===== src/rtl/reg_file_sb_if.sv =====
// Decode / write-back connection bundle for reg_file_sb.
//   wb_reg_*   : write-back stage write port (data, enable, address)
//   id_*       : decode-stage read addresses, source-use qualifiers, issue request
//   rf_*       : read data, stall, per-register busy flags returned to decode
// master = pipeline side (drives requests), slave = register file.
interface reg_file_sb_if #(
  parameter int DATA_WIDTH = 16,
  parameter int ADDR_WIDTH = 3
);
  logic [DATA_WIDTH-1:0]      wb_reg_wdata;
  logic                       wb_reg_wea;
  logic [ADDR_WIDTH-1:0]      wb_reg_waddr;
  logic [ADDR_WIDTH-1:0]      id_rs1_addr;
  logic [ADDR_WIDTH-1:0]      id_rs2_addr;
  logic                       id_rs1_used;
  logic                       id_rs2_used;
  logic                       id_issue;
  logic [ADDR_WIDTH-1:0]      id_issue_waddr;
  logic [DATA_WIDTH-1:0]      rf_rs1_data;
  logic [DATA_WIDTH-1:0]      rf_rs2_data;
  logic                       rf_stall;
  logic [(2**ADDR_WIDTH)-1:0] rf_busy;

  modport master (
    output wb_reg_wdata, wb_reg_wea, wb_reg_waddr,
    output id_rs1_addr, id_rs2_addr, id_rs1_used, id_rs2_used,
    output id_issue, id_issue_waddr,
    input  rf_rs1_data, rf_rs2_data, rf_stall, rf_busy
  );

  modport slave (
    input  wb_reg_wdata, wb_reg_wea, wb_reg_waddr,
    input  id_rs1_addr, id_rs2_addr, id_rs1_used, id_rs2_used,
    input  id_issue, id_issue_waddr,
    output rf_rs1_data, rf_rs2_data, rf_stall, rf_busy
  );
endinterface


===== src/rtl/reg_file_sb.sv =====
// 2**ADDR_WIDTH x DATA_WIDTH register file with write-back bypass on both
// read ports and a per-register pending-write scoreboard (2-bit counters).
// Ports:
//   clk  : rising-edge clock
//   rst  : asynchronous active-high reset (clears registers and counters)
//   bus  : reg_file_sb_if.slave (write port, two read ports, issue/stall, busy)
// ZERO_REG=1 makes r0 a constant zero that is never written or scoreboarded.
module reg_file_sb #(
  parameter int DATA_WIDTH = 16,
  parameter int ADDR_WIDTH = 3,
  parameter bit ZERO_REG   = 1'b0
) (
  input logic          clk,
  input logic          rst,
  reg_file_sb_if.slave bus
);
  localparam int unsigned NREG = 2 ** ADDR_WIDTH;

  logic [DATA_WIDTH-1:0] regs [NREG];
  logic [1:0]            cnt  [NREG];
  logic [NREG-1:0]       inc;
  logic [NREG-1:0]       dec;
  logic                  rs1_pending;
  logic                  rs2_pending;
  logic                  issue_full;
  logic                  stall;
  logic                  wr_ok;

  // Writes to r0 are dropped when it is hardwired to zero.
  assign wr_ok = bus.wb_reg_wea && !(ZERO_REG && bus.wb_reg_waddr == '0);

  // A write-back only retires a pending count when one exists, so an
  // unscoreboarded write never underflows.
  always_comb begin
    dec = '0;
    for (int unsigned i = 0; i < NREG; i++) begin
      dec[i] = bus.wb_reg_wea && (bus.wb_reg_waddr == ADDR_WIDTH'(i)) && (cnt[i] != 2'd0);
    end
  end

  // Effective pending = cnt - dec; it is nonzero unless cnt is 0, or cnt is 1
  // and that last write is arriving now (the bypass then supplies the data).
  always_comb begin
    rs1_pending = (cnt[bus.id_rs1_addr] != 2'd0) &&
                  !(dec[bus.id_rs1_addr] && cnt[bus.id_rs1_addr] == 2'd1);
    rs2_pending = (cnt[bus.id_rs2_addr] != 2'd0) &&
                  !(dec[bus.id_rs2_addr] && cnt[bus.id_rs2_addr] == 2'd1);
    issue_full  = bus.id_issue && (cnt[bus.id_issue_waddr] == 2'd3) &&
                  !dec[bus.id_issue_waddr];
    stall       = (bus.id_rs1_used && rs1_pending) ||
                  (bus.id_rs2_used && rs2_pending) ||
                  issue_full;
  end

  always_comb begin
    inc = '0;
    for (int unsigned i = 0; i < NREG; i++) begin
      inc[i] = bus.id_issue && !stall && (bus.id_issue_waddr == ADDR_WIDTH'(i)) &&
               !(ZERO_REG && i == 0);
    end
  end

  always_ff @(posedge clk or posedge rst) begin
    if (rst) begin
      for (int unsigned i = 0; i < NREG; i++) begin
        cnt[i] <= '0;
      end
    end else begin
      for (int unsigned i = 0; i < NREG; i++) begin
        if (inc[i] && !dec[i]) begin
          cnt[i] <= cnt[i] + 2'd1;
        end else if (dec[i] && !inc[i]) begin
          cnt[i] <= cnt[i] - 2'd1;
        end
      end
    end
  end

  always_ff @(posedge clk or posedge rst) begin
    if (rst) begin
      for (int unsigned i = 0; i < NREG; i++) begin
        regs[i] <= '0;
      end
    end else if (wr_ok) begin
      regs[bus.wb_reg_waddr] <= bus.wb_reg_wdata;
    end
  end

  always_comb begin
    if (ZERO_REG && bus.id_rs1_addr == '0) begin
      bus.rf_rs1_data = '0;
    end else if (bus.wb_reg_wea && bus.wb_reg_waddr == bus.id_rs1_addr) begin
      bus.rf_rs1_data = bus.wb_reg_wdata;
    end else begin
      bus.rf_rs1_data = regs[bus.id_rs1_addr];
    end

    if (ZERO_REG && bus.id_rs2_addr == '0) begin
      bus.rf_rs2_data = '0;
    end else if (bus.wb_reg_wea && bus.wb_reg_waddr == bus.id_rs2_addr) begin
      bus.rf_rs2_data = bus.wb_reg_wdata;
    end else begin
      bus.rf_rs2_data = regs[bus.id_rs2_addr];
    end
  end

  always_comb begin
    bus.rf_busy = '0;
    for (int unsigned i = 0; i < NREG; i++) begin
      bus.rf_busy[i] = (cnt[i] != 2'd0);
    end
  end

  assign bus.rf_stall = stall;

endmodule


===== src/flat_wrapper.sv =====
// flat-port wrapper written by rule: the top's interface ports become plain ports
module reg_file_sb_flat 
#(
  parameter int DATA_WIDTH = 16,
  parameter int ADDR_WIDTH = 3,
  parameter bit ZERO_REG   = 1'b0
)
  (clk, rst, bus_wb_reg_wdata, bus_wb_reg_wea, bus_wb_reg_waddr, bus_id_rs1_addr, bus_id_rs2_addr, bus_id_rs1_used, bus_id_rs2_used, bus_id_issue, bus_id_issue_waddr, bus_rf_rs1_data, bus_rf_rs2_data, bus_rf_stall, bus_rf_busy);
  reg_file_sb_if #(.DATA_WIDTH(DATA_WIDTH), .ADDR_WIDTH(ADDR_WIDTH)) bus_i ();
  input logic clk;
  input logic rst;
  input wire logic [$bits(bus_i.wb_reg_wdata)-1:0] bus_wb_reg_wdata;
  input wire logic [$bits(bus_i.wb_reg_wea)-1:0] bus_wb_reg_wea;
  input wire logic [$bits(bus_i.wb_reg_waddr)-1:0] bus_wb_reg_waddr;
  input wire logic [$bits(bus_i.id_rs1_addr)-1:0] bus_id_rs1_addr;
  input wire logic [$bits(bus_i.id_rs2_addr)-1:0] bus_id_rs2_addr;
  input wire logic [$bits(bus_i.id_rs1_used)-1:0] bus_id_rs1_used;
  input wire logic [$bits(bus_i.id_rs2_used)-1:0] bus_id_rs2_used;
  input wire logic [$bits(bus_i.id_issue)-1:0] bus_id_issue;
  input wire logic [$bits(bus_i.id_issue_waddr)-1:0] bus_id_issue_waddr;
  output wire logic [$bits(bus_i.rf_rs1_data)-1:0] bus_rf_rs1_data;
  output wire logic [$bits(bus_i.rf_rs2_data)-1:0] bus_rf_rs2_data;
  output wire logic [$bits(bus_i.rf_stall)-1:0] bus_rf_stall;
  output wire logic [$bits(bus_i.rf_busy)-1:0] bus_rf_busy;
  assign bus_i.wb_reg_wdata = bus_wb_reg_wdata;
  assign bus_i.wb_reg_wea = bus_wb_reg_wea;
  assign bus_i.wb_reg_waddr = bus_wb_reg_waddr;
  assign bus_i.id_rs1_addr = bus_id_rs1_addr;
  assign bus_i.id_rs2_addr = bus_id_rs2_addr;
  assign bus_i.id_rs1_used = bus_id_rs1_used;
  assign bus_i.id_rs2_used = bus_id_rs2_used;
  assign bus_i.id_issue = bus_id_issue;
  assign bus_i.id_issue_waddr = bus_id_issue_waddr;
  assign bus_rf_rs1_data = bus_i.rf_rs1_data;
  assign bus_rf_rs2_data = bus_i.rf_rs2_data;
  assign bus_rf_stall = bus_i.rf_stall;
  assign bus_rf_busy = bus_i.rf_busy;
  reg_file_sb #(.DATA_WIDTH(DATA_WIDTH), .ADDR_WIDTH(ADDR_WIDTH), .ZERO_REG(ZERO_REG)) u_core (.clk(clk), .rst(rst), .bus(bus_i));
endmodule

===== config.mk =====
export PLATFORM = sky130hd
export DESIGN_NAME = reg_file_sb_flat
export DESIGN_NICKNAME = d
export VERILOG_FILES = /design/src/rtl/reg_file_sb_if.sv /design/src/rtl/reg_file_sb.sv /design/src/flat_wrapper.sv
export SDC_FILE = /design/constraint.sdc
export NUM_CORES = 1
export LEC_CHECK = 0
export BUFFER_PORTS_ARGS = -buffer_cell sky130_fd_sc_hd__buf_2
export CAP_MARGIN = 5
export CORE_MARGIN = 1.5
export CORE_UTILIZATION = 60
export CTS_CLUSTER_SIZE = 40
export DETAILED_ROUTE_END_ITERATION = 10
export GPL_ROUTABILITY_DRIVEN = 0
export PLACE_DENSITY = 0.8
export SYNTH_ARGS = -nofsm -noshare
export SYNTH_HDL_FRONTEND = slang
export SYNTH_SLANG_ARGS = --single-unit

===== constraint.sdc =====
create_clock -name clk -period 6.3 [get_ports clk]
set_input_delay 0.315 -clock clk [delete_from_list [all_inputs] [get_ports clk]]
set_output_delay 0.315 -clock clk [all_outputs]
set_load 0.01 [all_outputs]

# Word-level counts from Yosys, hierarchy flattened
# Cells that the tools add are included.
[word_totals]
input_bits = 34
elab_cells = 199
regBits = 144
output_inout_bits = 41
[op_classes]
bitwise = 4
add_sub_neg = 16
eq_ne = 19
n_mux = 42
reduce_logical = 94
magnitude_cmp = 8
[ops]
columns = ["op", "count"]
rows = [
  ["$bwmux 128", 1],
  ["$mux 16", 7],
  ["$bmux 16 s3", 2],
  ["$logic_and 1x1->1", 52],
  ["$demux 16 s3", 1],
  ["$mux 2", 22],
  ["$reduce_bool 2->1", 18],
  ["$eq 3x3->1 const B", 8],
  ["$logic_not 1->1", 20],
  ["$bmux 2 s3", 3],
  ["$add 2x1->2 const B", 8],
  ["$ge 4x4->1 const B", 4],
  ["$not 3->4", 4],
  ["$sub 2x1->2 const B", 8],
  ["$eq 3x2->1 const B", 4],
  ["$lt 3x4->1 const B", 3],
  ["$bmux 1 s3", 3],
  ["$eq 3x1->1 const B", 2],
  ["$eq 3x3->1", 2],
  ["$logic_not 3->1", 2],
  ["$eq 2x1->1 const B", 2],
  ["$lt 4x1->1 const B", 1],
  ["$mux 1", 3],
  ["$eq 2x2->1 const B", 1],
  ["$logic_or 1x1->1", 2],
]

# Depth between registers and ports, before layout
[logic_depth]
ltp_word = 18
depth_mapped = 12
depth_no_buf = 9

# Worst setup path after synthesis
# Ideal clock, no wire load.
[synth_path]
kind = "input-to-reg"
from = "input bus_wb_reg_waddr[2]"
to = "register u_core.cnt[1] (netlist name)"
path_buffers = 2
setup_time_ns = 0.126
t_required_ns = 6.174
t_arrival_ns = 2.498
path_slack_ns = 3.676
path_stages = 11
path_cell_list = "or4b_1 -> buf_2 -> a211oi_2 -> a2111oi_0 -> o41a_1 -> buf_6 -> nor4_1 -> ha_1 -> xor2_1 -> nor2_1 -> xor2_1"
[synth_between]
elab_chain_cells = 17
elab_cells_between_ends = 51
classes_between = "eq/ne: 7; mux: 7; reduce/logical: 37"
[synth_rtl]
columns = ["item", "line", "rtl"]
rows = [
  ["from (decl)", "flat_wrapper.sv:14", "input wire logic [$bits(bus_i.wb_reg_waddr)-1:0] bus_wb_reg_waddr;"],
  ["$eq 3x1->1, or another cell as far along", "reg_file_sb.sv:37", "dec[i] = bus.wb_reg_wea && (bus.wb_reg_waddr == ADDR_WIDTH'(i)) && (cnt[i] != 2'd0);"],
  ["$logic_and 1x1->1 (2 in series)", "reg_file_sb.sv:37", ""],
  ["$bmux 1 s3 (on tied branches)", "reg_file_sb.sv:45, reg_file_sb.sv:47", ""],
  ["$mux 1 (on tied branches)", "reg_file_sb.sv:45, reg_file_sb.sv:47", ""],
  ["$logic_and 1x1->1 (on tied branches)", "reg_file_sb.sv:45, reg_file_sb.sv:47", ""],
  ["$logic_not 1->1 (on tied branches)", "reg_file_sb.sv:45, reg_file_sb.sv:47", ""],
  ["$logic_and 1x1->1 (on tied branches)", "reg_file_sb.sv:44, reg_file_sb.sv:46", ""],
  ["$logic_and 1x1->1 (on tied branches)", "reg_file_sb.sv:50, reg_file_sb.sv:51", ""],
  ["$logic_or 1x1->1", "reg_file_sb.sv:50", "stall = (bus.id_rs1_used && rs1_pending) ||"],
  ["$logic_or 1x1->1", "reg_file_sb.sv:51", "(bus.id_rs2_used && rs2_pending) ||"],
  ["$logic_not 1->1", "reg_file_sb.sv:58", "inc[i] = bus.id_issue && !stall && (bus.id_issue_waddr == ADDR_WIDTH'(i)) &&"],
  ["$logic_and 1x1->1 (2 in series)", "reg_file_sb.sv:58", ""],
  ["$logic_not 1->1", "reg_file_sb.sv:72", "end else if (dec[i] && !inc[i]) begin"],
  ["$logic_and 1x1->1", "reg_file_sb.sv:72", ""],
  ["$reduce_bool 2->1 (no source line)", "-", ""],
  ["to (signal, indexed assignment)", "reg_file_sb.sv:71", "cnt[i] <= cnt[i] + 2'd1;"],
  ["to (signal, indexed assignment)", "reg_file_sb.sv:73", "cnt[i] <= cnt[i] - 2'd1;"],
  ["to (decl)", "reg_file_sb.sv:20", "logic [1:0] cnt [NREG];"],
]
# Several ways; a longest one is shown, not always the timed one. The select of a mux whose other input is x is not followed.
# A chain may end at the register's enable or synchronous reset.

# Worst setup path after layout
[layout_path]
from = "input bus_wb_reg_waddr[2]"
to = "output bus_rf_stall"
[layout_between]
elab_chain_cells = 11
elab_cells_between_ends = 42
classes_between = "eq/ne: 7; mux: 6; reduce/logical: 29"
[layout_rtl]
columns = ["item", "line", "rtl"]
rows = [
  ["$eq 3x1->1, or another cell as far along", "reg_file_sb.sv:37", ""],
  ["$logic_and 1x1->1 (2 in series)", "reg_file_sb.sv:37", ""],
  ["$bmux 1 s3 (on tied branches)", "reg_file_sb.sv:45, reg_file_sb.sv:47", ""],
  ["$mux 1 (on tied branches)", "reg_file_sb.sv:45, reg_file_sb.sv:47", ""],
  ["$logic_and 1x1->1 (on tied branches)", "reg_file_sb.sv:45, reg_file_sb.sv:47", ""],
  ["$logic_not 1->1 (on tied branches)", "reg_file_sb.sv:45, reg_file_sb.sv:47", ""],
  ["$logic_and 1x1->1 (on tied branches)", "reg_file_sb.sv:44, reg_file_sb.sv:46", ""],
  ["$logic_and 1x1->1 (on tied branches)", "reg_file_sb.sv:50, reg_file_sb.sv:51", ""],
  ["$logic_or 1x1->1", "reg_file_sb.sv:50", ""],
  ["$logic_or 1x1->1 (*)", "reg_file_sb.sv:51", ""],
  ["to (decl)", "flat_wrapper.sv:23", "output wire logic [$bits(bus_i.rf_stall)-1:0] bus_rf_stall;"],
]
# Every way passes the cells marked *; elsewhere a longest branch is shown, timed or not. The select of a mux whose other input is x is not followed.

==> run metrics <==
Post-synth ARST share 100%; worst skew pair latency 0.42 ns; post-route clock period utilization 59.5%; Max FO, Critical Path 19; register-to-register setup slack 3.71 ns; largest net degree at the start of global routing 83; Clock Sinks 144; DPL Wire Length 13,100 µm; DRC 0; die width 122 µm; Rel. slew slack 25.4%; Internal Power 2260 µW; top-area cell type share of the netlist area 42.4%; maximum vdd drop 0.000187 V; register share of total power 41.7%; TNS Setup 0 ns; status completed; Pwr Total 3290 µW; syn nets 826; Seq/Total Area, Yosys 42.4%; PwrDens 344 nW/µm²; CP max stage cell nand4bb_1; PortBufs 74; placed insts 981; Worst path most repeated cell buf_2; CP max stage delay 0.89 ns; CP Launch Point bus_wb_reg_waddr[2]; NumNets Final 863; RR Endpoint u_core.cnt[1]; Synth Flop Type dfrtp_1; Least-Margin Pin Slew 1.12 ns; Synth area leader dfrtp_1; Die Y-Extent 122 µm; Antenna Nets Post-Route 0; global route overflow 0; Net Sw Power 1030 µW; FF-to-FF Start u_core.cnt[4]; worst-case reg-to-reg path depth 8; syn_area_per_cell 10.8 µm²; Initial Utilization 61.2%; max_cap viols 0; Area growth syn-to-layout 12.5%; vias in the first global route 6,850; Clk pwr share 31.6%; Initial DRC Count 752; Mapped Cells 784; via count 6,609; EDFF count, synth 0; final hold viol count 0; CTS buffer count 17; CTS root buffer clkbuf_16; Critical Path Source Type input pin; combinational group share of total power 26.7%; Critical Path End Type primary output; CP Class in -> out; Min-Delay Path Class in -> reg; Critical Path AT 3.43 ns; #FFs+latches synth 144; initial antenna violation count 0; CTS H-Tree Depth 4; I/O pin total 75; Final Skew 0.00289 ns; first drt pass iteration count 5; critical path data required time 5.98 ns; RSZ-0062 raised after global routing no; Synth Warn # 0; Netlist cell types 50; Max Slew Vio Count 0; switching portion of total power 31.3%; Synth top cells by count 206 x nand2_1, 144 x dfrtp_1, 64 x mux2_2, 64 x mux4_2, 47 x clkbuf_1; crit path capture bus_rf_stall; Layout Cells excl Fill 1,014; leading post-synthesis cells by cell area dfrtp_1 42%, mux4_2 17%, nand2_1 9.1%; layout cell share with drive strength beyond 1 31.7%; Diodes inserted 0; setup repair bufs after CTS 0; final setup fails 0; Global Route Usage Sum 31.8%; Mapped Area 8500 µm²; Reg clk slew, reported paths 0.06 ns; Final min period 3.75 ns; WL/cell 21.8 µm; Post-CTS Resized 0; count leader, synth nand2_1; CTS tree yes; Site Rows 43; Die ar. 14,900 µm²; overall routed net length 22,200 µm; first-pass GRT wire length 35,300 µm; Avg Vias per Cell 6.52; Pleak 0.00439 µW; crit path cell chain buf_2, nand4bb_1, a211oi_1, a2111oi_0, o41a_1, or4_1, buf_2; Core Area 13,900 µm²; worst-case clock buffer depth 2; Fmax achieved 0.267 GHz
[critical path, delay by kind of cell]
kind                   cells  cell delay, ns
buffers and inverters      2            0.44
AO/OA/AOI/OAI              3            1.23
AND/OR/NAND/NOR            2            1.45
[power groups by stage]
stage / registers, µW / logic (µW) / clock network, µW
5_1_grt: 1400 / 959 / 1080
3_5_place_dp: 1370 / 866 / 0
3_3_place_gp: 1340 / 834 / 0
6_report: 1370 / 878 / 1040
2_1_floorplan: 1300 / 663 / 0
4_1_cts: 1360 / 880 / 1040
[stage by stage]
stage	instance area, µm²	hold slack [ns]	util (%)	setup slack (ns)
CTS	9570	0.179	68.9	2.57
floorplan	8500	0.458	-	2.12
detailed placement	8940	0.422	64.4	2.58
finish	9570	0.184	68.9	2.55
global route	9570	0.208	68.9	2.42
global placement	8940	0.414	64.4	2.73
[how the worst min path moves through the flow]
stage | cells after the start | slack [ns] | startpoint | endpoint
after detailed placement | 2 | 0.42 | rst | u_core.regs[88]
after floorplan | 2 | 0.46 | u_core.regs[72] | u_core.regs[72]
after global routing | 3 | 0.21 | bus_wb_reg_wdata[0] | u_core.regs[64]
after global placement | 2 | 0.41 | rst | u_core.regs[103]
final | 3 | 0.18 | bus_wb_reg_wdata[1] | u_core.regs[113]
after CTS | 3 | 0.18 | bus_wb_reg_wdata[1] | u_core.regs[113]
[area by class of cell]
class	instances	area [µm²]
Tap cell	180	225
Clock buffer	19	453
Inverter	6	27.5
Fill cell	970	4310
Multi-Input combinational cell	565	4630
Clock inverter	13	160
Sequential cell	144	3600
Timing Repair Buffer	87	470
[cell families after synthesis]
logic type / Yosys count / synth area share [%]
and+or+nand+nor: 304 / 16.0
muxes: 160 / 29.2
DFF: 144 / 42.4
buffers and inverters: 75 / 3.52
AOI/OAI and AO/OA: 63 / 4.64
xor gates and xnor gates: 30 / 3.09
adders and majority gates: 8 / 1.18
[layout by cell type (no fill, tap or decap), types with 3 or more instances in the layout]
cell type,netlist,routed
buf_2,8,74
or2_2,8,8
nand4_1,6,6
inv_1,5,4
buf_4,0,12
nor4_1,4,4
ha_1,8,8
xnor2_1,14,14
nor3_1,6,5
bufinv_16,0,3
a21oi_1,38,38
xor2_1,16,16
nand2_1,206,206
mux2_2,64,64
a211oi_1,6,6
nor2_1,44,44
clkinvlp_4,0,5
nand2b_1,4,4
a2111oi_0,4,4
clkinv_2,0,3
nand4b_1,4,4
mux4_2,64,64
mux2i_1,32,32
clkbuf_16,0,17
dfrtp_1,144,144
[per-layer routing]
metal  GRT usage (%)  up-vias  part of all wire, %
li1                -     2857                    -
met1            40.5     3345                   39
met2            52.6      349                   51
met3            6.32       58                  7.6
met4            15.1        0                  2.8
met5               0        -                    0
[registers in the layout, summed over array words and instances (netlist names)]
| signal | cells |
|---|---|
| u_core.regs | 128 |
| u_core.cnt | 16 |
[repair_timing]
item / 4_1_cts / 5_1_grt
endpoints found under the hold margin: 62 / 0
hold buffers: 1 / 0
setup endpoints to repair: 0 / 0
(Power assumes the default switching activity.)
